### config.mk
export PLATFORM = sky130hd
export DESIGN_NAME = act_unit
export DESIGN_NICKNAME = d
export VERILOG_FILES = /design/src/rtl/nna_pkg.sv /design/src/rtl/act_fifo.sv /design/src/rtl/act_unit.sv
export SDC_FILE = /design/constraint.sdc
export NUM_CORES = 1
export LEC_CHECK = 0
export CAP_MARGIN = 10
export CORE_MARGIN = 1
export CORE_UTILIZATION = 40
export DETAILED_ROUTE_END_ITERATION = 7
export GPL_TIMING_DRIVEN = 0
export SLEW_MARGIN = 10
export SYNTH_ARGS = -nofsm -noshare
export SYNTH_HDL_FRONTEND = slang
export SYNTH_SLANG_ARGS = --single-unit
### constraint.sdc
create_clock -name clk -period 2.7 [get_ports clk]
set_input_delay 0.81 -clock clk [delete_from_list [all_inputs] [get_ports clk]]
set_output_delay 0.81 -clock clk [all_outputs]
set_load 0.005 [all_outputs]
### src/rtl/nna_pkg.sv
// nna_pkg: shared FIFO entry layout, pool FSM states and saturation constant for the NNA activation stage
package nna_pkg;
  localparam int OUT_WIDTH = 8;
  localparam logic [OUT_WIDTH-1:0] OUT_MAX = '1;
  typedef struct packed {
    logic                 last;
    logic [OUT_WIDTH-1:0] data;
  } entry_t;
  typedef enum logic {ST_IDLE, ST_HOLD} state_t;
endpackage

### src/rtl/act_fifo.sv
// act_fifo: synchronous FIFO; an entry written into an empty FIFO surfaces one cycle later (no bypass)
module act_fifo #(
  parameter int width = 9,
  parameter int depth = 4,
  localparam int aw = $clog2(depth)
) (
  input  logic             clk,
  input  logic             rst,
  input  logic             push,
  input  logic             pop,
  input  logic [width-1:0] din,
  output logic [width-1:0] dout,
  output logic [aw:0]      count,
  output logic             full,
  output logic             empty,
  output logic             hidden
);
  logic [width-1:0] mem [depth];
  logic [aw-1:0] wptr, rptr;
  logic push_d;
  always_ff @(posedge clk)
    if (push) mem[wptr] <= din;
  always_ff @(posedge clk) begin
    if (!rst) begin
      wptr   <= '0;
      rptr   <= '0;
      count  <= '0;
      push_d <= 1'b0;
    end else begin
      wptr   <= push ? wptr + 1'b1 : wptr;
      rptr   <= pop ? rptr + 1'b1 : rptr;
      count  <= count + (aw+1)'(push) - (aw+1)'(pop);
      push_d <= push;
    end
  end
  assign dout   = mem[rptr];
  assign empty  = count == '0;
  assign full   = count == (aw+1)'(depth);
  // the only entry was written on the last edge: keep it off the output for one cycle
  assign hidden = push_d & (count == (aw+1)'(1));
endmodule

### src/rtl/act_unit.sv
// act_unit: ReLU + shift requantisation + saturation, optional 1x2 max-pool, FIFO-buffered valid/ready output
module act_unit
  import nna_pkg::*;
#(
  parameter int agg_width   = 12,
  parameter int shift_width = 4,
  parameter int fifo_depth  = 4,
  localparam int out_width  = OUT_WIDTH
) (
  input  logic                   clk,
  input  logic                   rst,
  input  logic                   in_valid,
  input  logic [agg_width-1:0]   in_data,
  input  logic                   in_last,
  output logic                   in_ready,
  input  logic                   pool_en,
  input  logic [shift_width-1:0] shift_amt,
  output logic                   out_valid,
  output logic [out_width-1:0]   out_data,
  output logic                   out_last,
  input  logic                   out_ready,
  output logic                   sat_seen
);
  localparam int cw = $clog2(fifo_depth) + 1;
  logic [agg_width-1:0] relu, shifted;
  logic [out_width-1:0] act_val, s1_data, hold;
  logic clip, in_fire, s1_valid, s1_last, push, pop, hold_ld, full, empty, hidden;
  logic [cw-1:0] count;
  entry_t push_data, head;
  state_t state, state_nx;
  assign in_fire = in_valid & in_ready;
  assign relu    = in_data[agg_width-1] ? '0 : in_data;
  assign shifted = relu >> shift_amt;
  assign clip    = shifted > agg_width'(OUT_MAX);
  assign act_val = clip ? OUT_MAX : shifted[out_width-1:0];
  always_ff @(posedge clk) begin
    if (!rst) begin
      s1_valid <= 1'b0;
      s1_data  <= '0;
      s1_last  <= 1'b0;
      sat_seen <= 1'b0;
      hold     <= '0;
      state    <= ST_IDLE;
    end else begin
      s1_valid <= in_fire;
      s1_data  <= in_fire ? act_val : s1_data;
      s1_last  <= in_fire ? in_last : s1_last;
      sat_seen <= sat_seen | (in_fire & clip);
      hold     <= hold_ld ? s1_data : hold;
      state    <= state_nx;
    end
  end
  // pool_en only matters when a value arrives in IDLE, so pairs are never split by a mode change
  always_comb begin
    state_nx  = state;
    push      = 1'b0;
    hold_ld   = 1'b0;
    push_data = '{last: s1_last, data: s1_data};
    if (s1_valid) begin
      if (state == ST_HOLD) begin
        push      = 1'b1;
        push_data = '{last: s1_last, data: hold > s1_data ? hold : s1_data};
        state_nx  = ST_IDLE;
      end else if (pool_en && !s1_last) begin
        hold_ld  = 1'b1;
        state_nx = ST_HOLD;
      end else begin
        push = 1'b1;
      end
    end
  end
  act_fifo #(.width($bits(entry_t)), .depth(fifo_depth)) u_fifo (
    .clk    (clk),
    .rst    (rst),
    .push   (push),
    .pop    (pop),
    .din    (push_data),
    .dout   (head),
    .count  (count),
    .full   (full),
    .empty  (empty),
    .hidden (hidden)
  );
  // reserving a slot for the value in s1 means a push never lands on a full FIFO
  assign in_ready  = rst & ~full & ((count + cw'(s1_valid)) < cw'(fifo_depth));
  assign out_valid = ~empty & ~hidden;
  assign pop       = out_valid & out_ready;
  assign out_data  = out_valid ? head.data : '0;
  assign out_last  = out_valid & head.last;
endmodule
==> results.txt <==
Counting I/O delays and the setup requirement, the final critical path takes about 2.6 ns. TritonCTS built the clock tree. The number of register bits inferred by synthesis came out at 66. The total congestion overflow is 0. The worst pin sits at a relative slew slack of 0.625. The I/O pin count is 34. The data required time at the worst endpoint came out at 1.89 ns.

The total routing usage reported by global routing came out at 0.160. The initial utilization of the core area, before any placement, comes to 0.410. Setup repair after global routing left no endpoint under its margin. STA classifies the critical path endpoint as a primary output. Entering global routing, the biggest net connects 14 pins. The clock skew is about 0.012 ns.

Measured along the y axis, the die boundary spans 93.6 um. The count of buffers from port buffering came out at 32. The area of the core region came out at 8180 um2. For this run, the number of Yosys warnings is 0. The die outline width came out at 93.6 um.

The critical path class is reg -> out. For flop-to-flop paths, the worst setup slack is a little under 0.4 ns. The number of unique standard cell types used by synthesis came out at 42. The repair_antennas step left the layout with diodes totalling 0. The area growth from synthesis to layout came out at 20.2%. The final-report setup violation count came out at 0. The source-to-sink clock delay at the later pin of the worst-skew pair is about 0.33 ns. The maximum clock rate is roughly 380 MHz. The first-pass GRT wire length came out at 10.3 mm. The count of final hold-check violations came out at 0. The transition time of the tightest slew-check pin is between 0.5 and 0.6 ns.

The number of violations of the max-capacitance limit is 0. CTS placed an instance of sky130_fd_sc_hd__clkbuf_8 at the clock tree root. The routed wirelength normalized by instance count came out at 14.6 um. The post-synthesis instance area came out at around 3400 um2. In this run, the number of DRC markers left after iteration 0 of detailed routing was 87. The most used flip-flop cell after synthesis is sky130_fd_sc_hd__edfxtp_1. The run finished with clean final reports. The number of nets in the layout is around 350. The library cell used most frequently in the layout, excluding fill and tap cells, is sky130_fd_sc_hd__edfxtp_1. The largest fanout on the critical path came out at 3. The initial antenna violation count came to 0. The synthesized area per cell is 12.3 um2.

For this design the ratio of total power to cell area is ~680 nW/um2. The number of nets with antenna violations after detailed routing came out at 0. In this run the cell area measured after placement is 3810 um2. The highest ir drop seen on vdd is between 0.0002 and 0.0003 V. The class of the worst hold path is reg -> reg. The number of nets handed over by synthesis was 309. The via count of the first global-routing pass came out at roughly 2,100. The routability congestion estimate from global placement came out at 0.886. The fraction of final layout cells with drive strength greater than 1 came out at 0.181. The vias after detailed routing is 2,110. The number of hold buffers added after CTS is 0. After technology mapping, the gate count stands at between 200 and 300. The number of clock buffers added by TritonCTS is 9.

For this run, the detailed router's first-pass iteration total came to 4. The placed wire-length estimate came out at 4.46 mm. The total wirelength of the detailed-routed design came out at 6.21 mm. The die area is 8760 um2. The clock tree synthesis step divided the H-tree into 3 levels. Of the available clock period, the critical path in the final layout requires 0.970. Clock tree synthesis found a total of 66 sinks.

The number of fill cells in the layout is ~760. The initialized floorplan defines 33 standard-cell rows. The CTS clock-pin slew for the worst setup and hold paths came out at approximately 0.070 ns. The final design utilization is 0.493. In this run, synthesis inferred 36 flip-flops with an integrated enable.

For this run, design rule violations remaining after detail routing come to 0. The finished cells cover 4030 um2. The maximum clock path buffer count came out at 2. The endpoint arrival time on the critical path is 1.81 ns. The max-slew violation count came to 0.

STA classifies the critical path startpoint as a register. Overall power consumption after layout is estimated at 2.76 mW. The via count normalized by instance count is about 5. In the layout the commonest cells are sky130_fd_sc_hd__edfxtp_1, sky130_fd_sc_hd__dfxtp_1, sky130_fd_sc_hd__clkdlybuf4s50_1.

The static power due to leakage came out at ~1.5 nW. The sequential element share of the synthesized area is 0.501. The share of synthesized registers carrying an async set or reset is 0.
==> area by class of cell <==
type	count	area [um2]	area share
Sequential cell	66	1690	0.418
Multi-Input combinational cell	175	1550	0.383
Timing Repair Buffer	35	335	0.0831
Tap cell	105	131	0.0326
Clock buffer	9	124	0.0307
Inverter	19	71.3	0.0177
Buffer	10	70.1	0.0174
Clock inverter	7	68.8	0.0171
==> worst max-delay path, cell delays in order, from the launching register on <==
cell                            delay (ns)
sky130_fd_sc_hd__dfxtp_4              0.37
sky130_fd_sc_hd__buf_6                0.11
sky130_fd_sc_hd__buf_4                0.12
sky130_fd_sc_hd__mux4_2               0.47
sky130_fd_sc_hd__and2b_1              0.16
sky130_fd_sc_hd__dlygate4sd2_1        0.25
==> state kept, by name, indices dropped and copies added (netlist names), named ones only <==
name,cells
s1_valid,1
s1_last,1
u_fifo.mem,36
u_fifo.push_d,1
u_fifo.count,3
u_fifo.rptr,2
state,1
sat_seen,1
s1_data,8
u_fifo.wptr,2
hold,8
==> cells by family (layout without fill, tap and decap cells) <==
group / count (synthesis) / in the layout / share of synthesized area
AND/OR/NAND/NOR: 69 / 69 / 0.120
flip-flops: 66 / 66 / 0.501
AO/OA/AOI/OAI: 45 / 45 / 0.0880
multiplexers: 40 / 40 / 0.176
buffers and inverters: 31 / 80 / 0.0414
adder cells (fa/ha/maj): 15 / 15 / 0.0582
XOR/XNOR: 6 / 6 / 0.0157
==> metal layers <==
metal	vias to the layer above	GRT usage	part of all wire
met5	-	0	0
met2	39	0.278	0.51
met3	4	0.0358	0.024
met4	0	0.0705	0.011
li1	1095	-	-
met1	972	0.188	0.45
==> synthesized netlist by cell type (2+ instances only) <==
cell type,instances,area share
sky130_fd_sc_hd__a21oi_1,11,0.016
sky130_fd_sc_hd__a22oi_1,2,0.0045
sky130_fd_sc_hd__a31oi_1,5,0.0093
sky130_fd_sc_hd__and2_1,13,0.024
sky130_fd_sc_hd__and2b_1,4,0.0089
sky130_fd_sc_hd__buf_2,6,0.0089
sky130_fd_sc_hd__buf_6,2,0.0067
sky130_fd_sc_hd__clkbuf_1,4,0.0045
sky130_fd_sc_hd__dfxtp_1,30,0.18
sky130_fd_sc_hd__edfxtp_1,36,0.32
sky130_fd_sc_hd__ha_1,14,0.052
sky130_fd_sc_hd__inv_1,19,0.021
sky130_fd_sc_hd__mux2_2,9,0.030
sky130_fd_sc_hd__mux2i_1,16,0.048
sky130_fd_sc_hd__mux4_2,14,0.094
sky130_fd_sc_hd__nand2_1,6,0.0067
sky130_fd_sc_hd__nand2b_1,3,0.0056
sky130_fd_sc_hd__nand3_1,4,0.0060
sky130_fd_sc_hd__nand3b_1,2,0.0045
sky130_fd_sc_hd__nor2_1,8,0.0089
sky130_fd_sc_hd__nor2b_1,18,0.034
sky130_fd_sc_hd__nor3_1,5,0.0075
sky130_fd_sc_hd__nor3b_1,2,0.0045
sky130_fd_sc_hd__o211ai_1,4,0.0089
sky130_fd_sc_hd__o21ai_0,13,0.019
sky130_fd_sc_hd__o31ai_1,2,0.0045
sky130_fd_sc_hd__xnor2_1,5,0.013
==> per-stage QoR <==
| stage | std cells | TNS [ns] | setup WS (ns) | hold slack (ns) |
|---|---|---|---|---|
| floorplan | 272 | 0 | 0.381 | 0.471 |
| global placement | 409 | -1.72 | -0.781 | 0.485 |
| detailed placement | 409 | -1.88 | -0.788 | 0.503 |
| CTS | 426 | 0 | 0.0142 | 0.523 |
| global route | 426 | 0 | 0.00349 | 0.547 |
| finish | 426 | 0 | 0.0802 | 0.508 |
==> report_power, final <==
part / internal (mW) / switching (mW) / total, mW / leakage (nW)
combinational: 0.434 / 0.320 / 0.754 / 0.805
sequential: 1.14 / 0.0628 / 1.21 / 0.579
clock: 0.424 / 0.373 / 0.798 / 0.0970
==> timing repair <==
| action | in CTS | in global routing |
|---|---|---|
| setup buffers | 2 | 0 |
| pin swaps | 0 | 0 |
| cloned | 1 | 0 |
| gates resized for setup | 24 | 5 |
| endpoints found under the setup margin | 11 | 4 |
==> path summary, 6_finish.rpt <==
check,cells after the start,startpoint,endpoint
setup / recovery,5,register,out_data[4]
hold / removal,2,sat_seen,sat_seen
setup reg to reg,10,u_fifo.count[0],u_fifo.count[2]
hold reg to reg,2,sat_seen,sat_seen
Note: power is estimated with default switching activity, not from simulation.
==> RTL edit 1, RTL diff (same settings) <==
Reset style: asynchronous (`rst`), changed in 2 clocked blocks.
--- a/src/rtl/act_fifo.sv
+++ b/src/rtl/act_fifo.sv
@@ -22,3 +22,3 @@
     if (push) mem[wptr] <= din;
-  always_ff @(posedge clk) begin
+  always_ff @(posedge clk or negedge rst) begin
     if (!rst) begin
--- a/src/rtl/act_unit.sv
+++ b/src/rtl/act_unit.sv
@@ -35,3 +35,3 @@
   assign act_val = clip ? OUT_MAX : shifted[out_width-1:0];
-  always_ff @(posedge clk) begin
+  always_ff @(posedge clk or negedge rst) begin
     if (!rst) begin
Formal check against the unedited RTL: differs if rst is asserted again (counterexample within 4 cycles, from zero or initial values and one cycle with rst low); with rst held inactive, the same outputs for 10 cycles.
==> RTL edit 1 against the unedited design <==
Area after synthesis decreased by 0.11%; sequential cell count is 2 lower; final area barely moved; sequential share of layout area increased by 2.5 points; die area shrank 0.12%; fmax grew 0.44%; total power increased by 39%; wire length up 7.1%; worst setup slack better by 11 ps; synthesized cell count down 1.5%; utilization hardly changed; register-to-register slack improved by 90 ps; first-iteration DRC count fell by 25%; critical endpoint is now out_data[3].
==> RTL edit 1: results (changes against the unedited design) <==
----------------------------------------------------
[Outcome]
  Run status ... completed

[STA]
  Smallest hold slack ... 333 ps (-174 ps)
  PnR worst setup slack ... 91.7 ps (+11.5 ps)

[Global route]
  Total routing resource utilization after global routing ... 17.1% (+1.1 points)
  Met1 track demand over resource ... 20.5% (+1.7 points)
  Maximum number of pins on one net before global-route repair ... 31 (+17)
  GR Util met3 ... 3.50% (-0.081 points)

[Synthesis]
  Share of the yosys chip area belonging to registers ... 53.2% (+3.0 points)
  Mapped Nets ... 305 (-1.3%)
  Post-synthesis cell type count ... 48 (+14%)
  Leading post-synthesis cells by instance count ... sky130_fd_sc_hd__edfxtp_1, sky130_fd_sc_hd__dfrtp_1, sky130_fd_sc_hd__mux2_2, sky130_fd_sc_hd__inv_1, sky130_fd_sc_hd__nor2_1
  Synthesized instance count ... 268 (-1.5%)
  Register bit count reported by yosys ... 64 (-3.0%)

[Worst setup path]
  Internal reg-to-reg setup slack ... 480 ps (+90 ps)
  Start of the worst register-to-register path ... s1_data[7]
  Critical path fanouts, max ... 4 (+1)

[Drt]
  Total length of routed met3 wires ... 228 microns (+51%)
  Routed wire length per instance ... 15.8 microns (+8.4%)
  Total wirelength of the detailed-routed design ... 6650 microns (+7.1%)
  Detailed-route vias per instance ... 5.22 (+5.4%)
  Post-route met1 wirelength ... 2950 microns (+5.2%)
  Number of design-rule violations left by the first detailed-router iteration ... 65 (-25%)

[Worst hold path]
  Class of the tightest hold or removal check ... input pin to asynchronous set/reset pin

[Placed design]
  Post-Place Setup Slack ... -216 ps (+572 ps)
  Placed Area ... 3780 sq um (-0.76%)
  RD Place Congestion ... 0.922 (+4.1%)
  Cell Count Post-Placement ... 403 (-1.5%)

[Final layout]
  Non-clock buffer instance count of the final layout ... 44 (-2.2%)
  Multi-input combinational gate total ... 174 (-0.57%)
  Number of clock buffers in the layout ... 12 (+3)
  Clk cell area share ... 5.06% (+0.28 points)
  Fraction of area in multi-input gates ... 35.9% (-2.4 points)

[Power]
  Power Density ... 949 nW/um^2 (+39%)
  Leakage power ... 0.00159 uW (+7.7%)
  Worst-case vdd ir drop ... 0.000317 V (+11%)

[Clock tree]
  Post-cts sizing count ... 17 (-29%)

----------------------------------------------------
RTL edit 1: metrics by stage:
stage                     setup TNS (ps)  power, uW
final                                  0       3820
after global routing                   0       4120
after CTS                              0       3830
after detailed placement           -1050       2980
after global placement             -8080       2960
after floorplan                        0       2450
RTL edit 1: worst max-delay path, delay by kind of cell (launching register included):
family	cells	cell delay, ps
muxes	1	480
DFF	1	410
and+or+nand+nor	1	160
buffers and inverters	2	410
RTL edit 1: logic make-up after synthesis:
| family | after synthesis | synth area share, % |
|---|---|---|
| AO/OA/AOI/OAI | 42 | 8.32 |
| XOR/XNOR | 6 | 1.57 |
| adder cells (fa/ha/maj) | 15 | 5.82 |
| multiplexers | 39 | 16.2 |
| flip-flops | 64 | 53.2 |
| buffers and inverters | 30 | 3.66 |
| AND/OR/NAND/NOR | 72 | 11.3 |
RTL edit 1: report_power, final:
group	internal, uW	leakage (uW)	switching, uW	total, uW
sequential	1360	0.000673	192	1550
combinational	772	0.000818	643	1410
clock	517	0.000102	345	861
==> RTL edit 2, RTL diff (same flow settings) <==
Without the edit above. Set the parameter `shift_width` to 3 (it was 4).
--- a/src/rtl/act_unit.sv
+++ b/src/rtl/act_unit.sv
@@ -5,3 +5,3 @@
   parameter int agg_width   = 12,
-  parameter int shift_width = 4,
+  parameter int shift_width = 3,
   parameter int fifo_depth  = 4,
Interface: changed (resized shift_amt); port bits go from 34 to 33. The function was not compared with the original's and may differ.
==> RTL edit 2 against the unedited design <==
Sequential cell count unchanged; clock power increased by 8.8%; wire length increased by 4.0%; hold slack got worse by 3.3 ps; worst setup slack got worse by 11 ps; critical path depth decreased by 1; clock skew decreased by 3.9 ps; total power increased by 4.5%; final area increased by 0.47%; area after synthesis decreased by 0.45%; largest cell class unchanged.
==> RTL edit 2: results (changes against the unedited design) <==
----------------------------------------------------
[Worst setup path]
  Largest stage delay on the critical path ... 490 ps (+20 ps)
  Critical path fanouts, max ... 12 (+9)
  CP top delay family ... buffers and inverters

[Global route]
  Number of global-route vias before repair ... 2208 (+4.4%)
  Maximum number of pins on one net before global-route repair ... 13 (-1)
  Wire length of the first global-routing pass ... 10900 microns (+6.2%)
  Total routing resource utilization after global routing ... 16.8% (+0.78 points)

[Synthesis]
  Post-synthesis cell type count ... 44 (+4.8%)
  Mapped Nets ... 302 (-2.3%)
  Most area-consuming cells after synthesis ... sky130_fd_sc_hd__edfxtp_1, sky130_fd_sc_hd__dfxtp_1, sky130_fd_sc_hd__mux4_2, sky130_fd_sc_hd__ha_1, sky130_fd_sc_hd__and2_1
  Leading post-synthesis cells by instance count ... sky130_fd_sc_hd__edfxtp_1, sky130_fd_sc_hd__dfxtp_1, sky130_fd_sc_hd__and2_1, sky130_fd_sc_hd__inv_1
  Synthesized area divided by synthesized cell count ... 12.6 sq um (+1.8%)
  Async set-reset flop share out of synthesis ... 0% (unchanged)
  Share of the yosys chip area belonging to registers ... 50.3% (+0.23 points)

[Placed design]
  Cell Count Post-Placement ... 399 (-2.4%)
  PortBufs ... 31 (-3.1%)
  Placed Area ... 3780 sq um (-0.76%)
  HPWL after detailed placement ... 4710 microns (+5.5%)
  RD Place Congestion ... 0.812 (-8.3%)

[STA]
  Maximum clock skew at final layout ... 7.70 ps (-3.90 ps)
  Slew at the pin with the worst max-slew slack ... 655 ps (+92.9 ps)

[Drt]
  Number of design-rule violations left by the first detailed-router iteration ... 38 (-56%)
  Detailed-route vias per instance ... 5.15 (+4.0%)
  Detailed-routed wire length on met2 ... 3350 microns (+5.3%)
  Total length of routed met3 wires ... 136 microns (-9.9%)
  Routed wire length per instance ... 15.4 microns (+5.5%)
  Vias ... 2164 (+2.6%)
  Post-route met1 wirelength ... 2890 microns (+3.0%)

[Final layout]
  Final net count ... 349 (-1.1%)
  Share of post-route cells with drive strength above 1 ... 19.5% (+1.4 points)

[Clock tree]
  Clock tree root buffer cell ... sky130_fd_sc_hd__clkbuf_8

[Power]
  Worst-case vdd ir drop ... 0.000255 V (-11%)
  Leakage power ... 0.00152 uW (+2.6%)
  Power Density ... 712 nW/um^2 (+4.1%)

[Outcome]
  Run status ... completed

----------------------------------------------------
-- RTL edit 2: timing repair --
| action | CTS | global route |
|---|---|---|
| endpoints found under the setup margin | 11 | 2 |
| gates cloned | 1 | 0 |
| buffers inserted | 6 | 0 |
| resized for setup | 25 | 4 |
| pin swaps | 0 | 1 |
| hold endpoints to repair | 0 | 0 |
-- RTL edit 2: kinds of logic (layout without fill, tap and decap cells) --
kind of cell | Yosys count | in the layout | share of synthesized area [%]
buffers and inverters | 31 | 83 | 3.82
AND/OR/NAND/NOR | 69 | 69 | 11.4
adder cells (fa/ha/maj) | 15 | 15 | 5.84
XOR/XNOR | 6 | 6 | 1.57
flip-flops | 66 | 66 | 50.3
multiplexers | 36 | 36 | 18.0
AO/OA/AOI/OAI | 43 | 43 | 9.03
-- RTL edit 2: power by group --
part	internal, uW	switching [uW]
logic	473	339
registers	1140	62.2
clock network	514	355
total	2130	756
-- RTL edit 2: worst paths after layout --
path              startpoint                to  slack (ps)  cells after the start
setup / recovery         rst          in_ready          70                      4
hold / removal    s1_data[7]        s1_data[7]         500                      2
setup reg to reg  s1_data[1]  u_fifo.mem[1][3]         370                      7
hold reg to reg   s1_data[7]        s1_data[7]         500                      2
-- RTL edit 2: stage by stage --
stage	hold slack [ps]	setup WS (ps)
floorplan	463	396
global placement	482	-823
detailed placement	492	-823
CTS	504	6.59
global route	540	9.43
finish	504	69.1
-- RTL edit 2: cell type report --
class | instances | area (sq um)
plain buffers | 11 | 70.1
well taps | 102 | 128
fillers | 697 | 3830
flip-flops and latches | 66 | 1680
multi-input cells | 169 | 1540
clock buffers | 10 | 128
repair buffers | 38 | 357
inverters | 18 | 67.6
clock inverters | 6 | 81.3
-- RTL edit 2: metal layers --
layer / vias to the layer above / GRT usage [%]
met3: 5 / 2.93
li1: 1071 / -
met4: 0 / 6.92
met1: 1049 / 19.8
met2: 39 / 29.9
met5: - / 0
-- RTL edit 2: worst min-delay path, stage by stage, from the launching register on --
cell                      delay (ps)
sky130_fd_sc_hd__dfxtp_1         330
sky130_fd_sc_hd__nand3_1          70
sky130_fd_sc_hd__o21ai_1          50
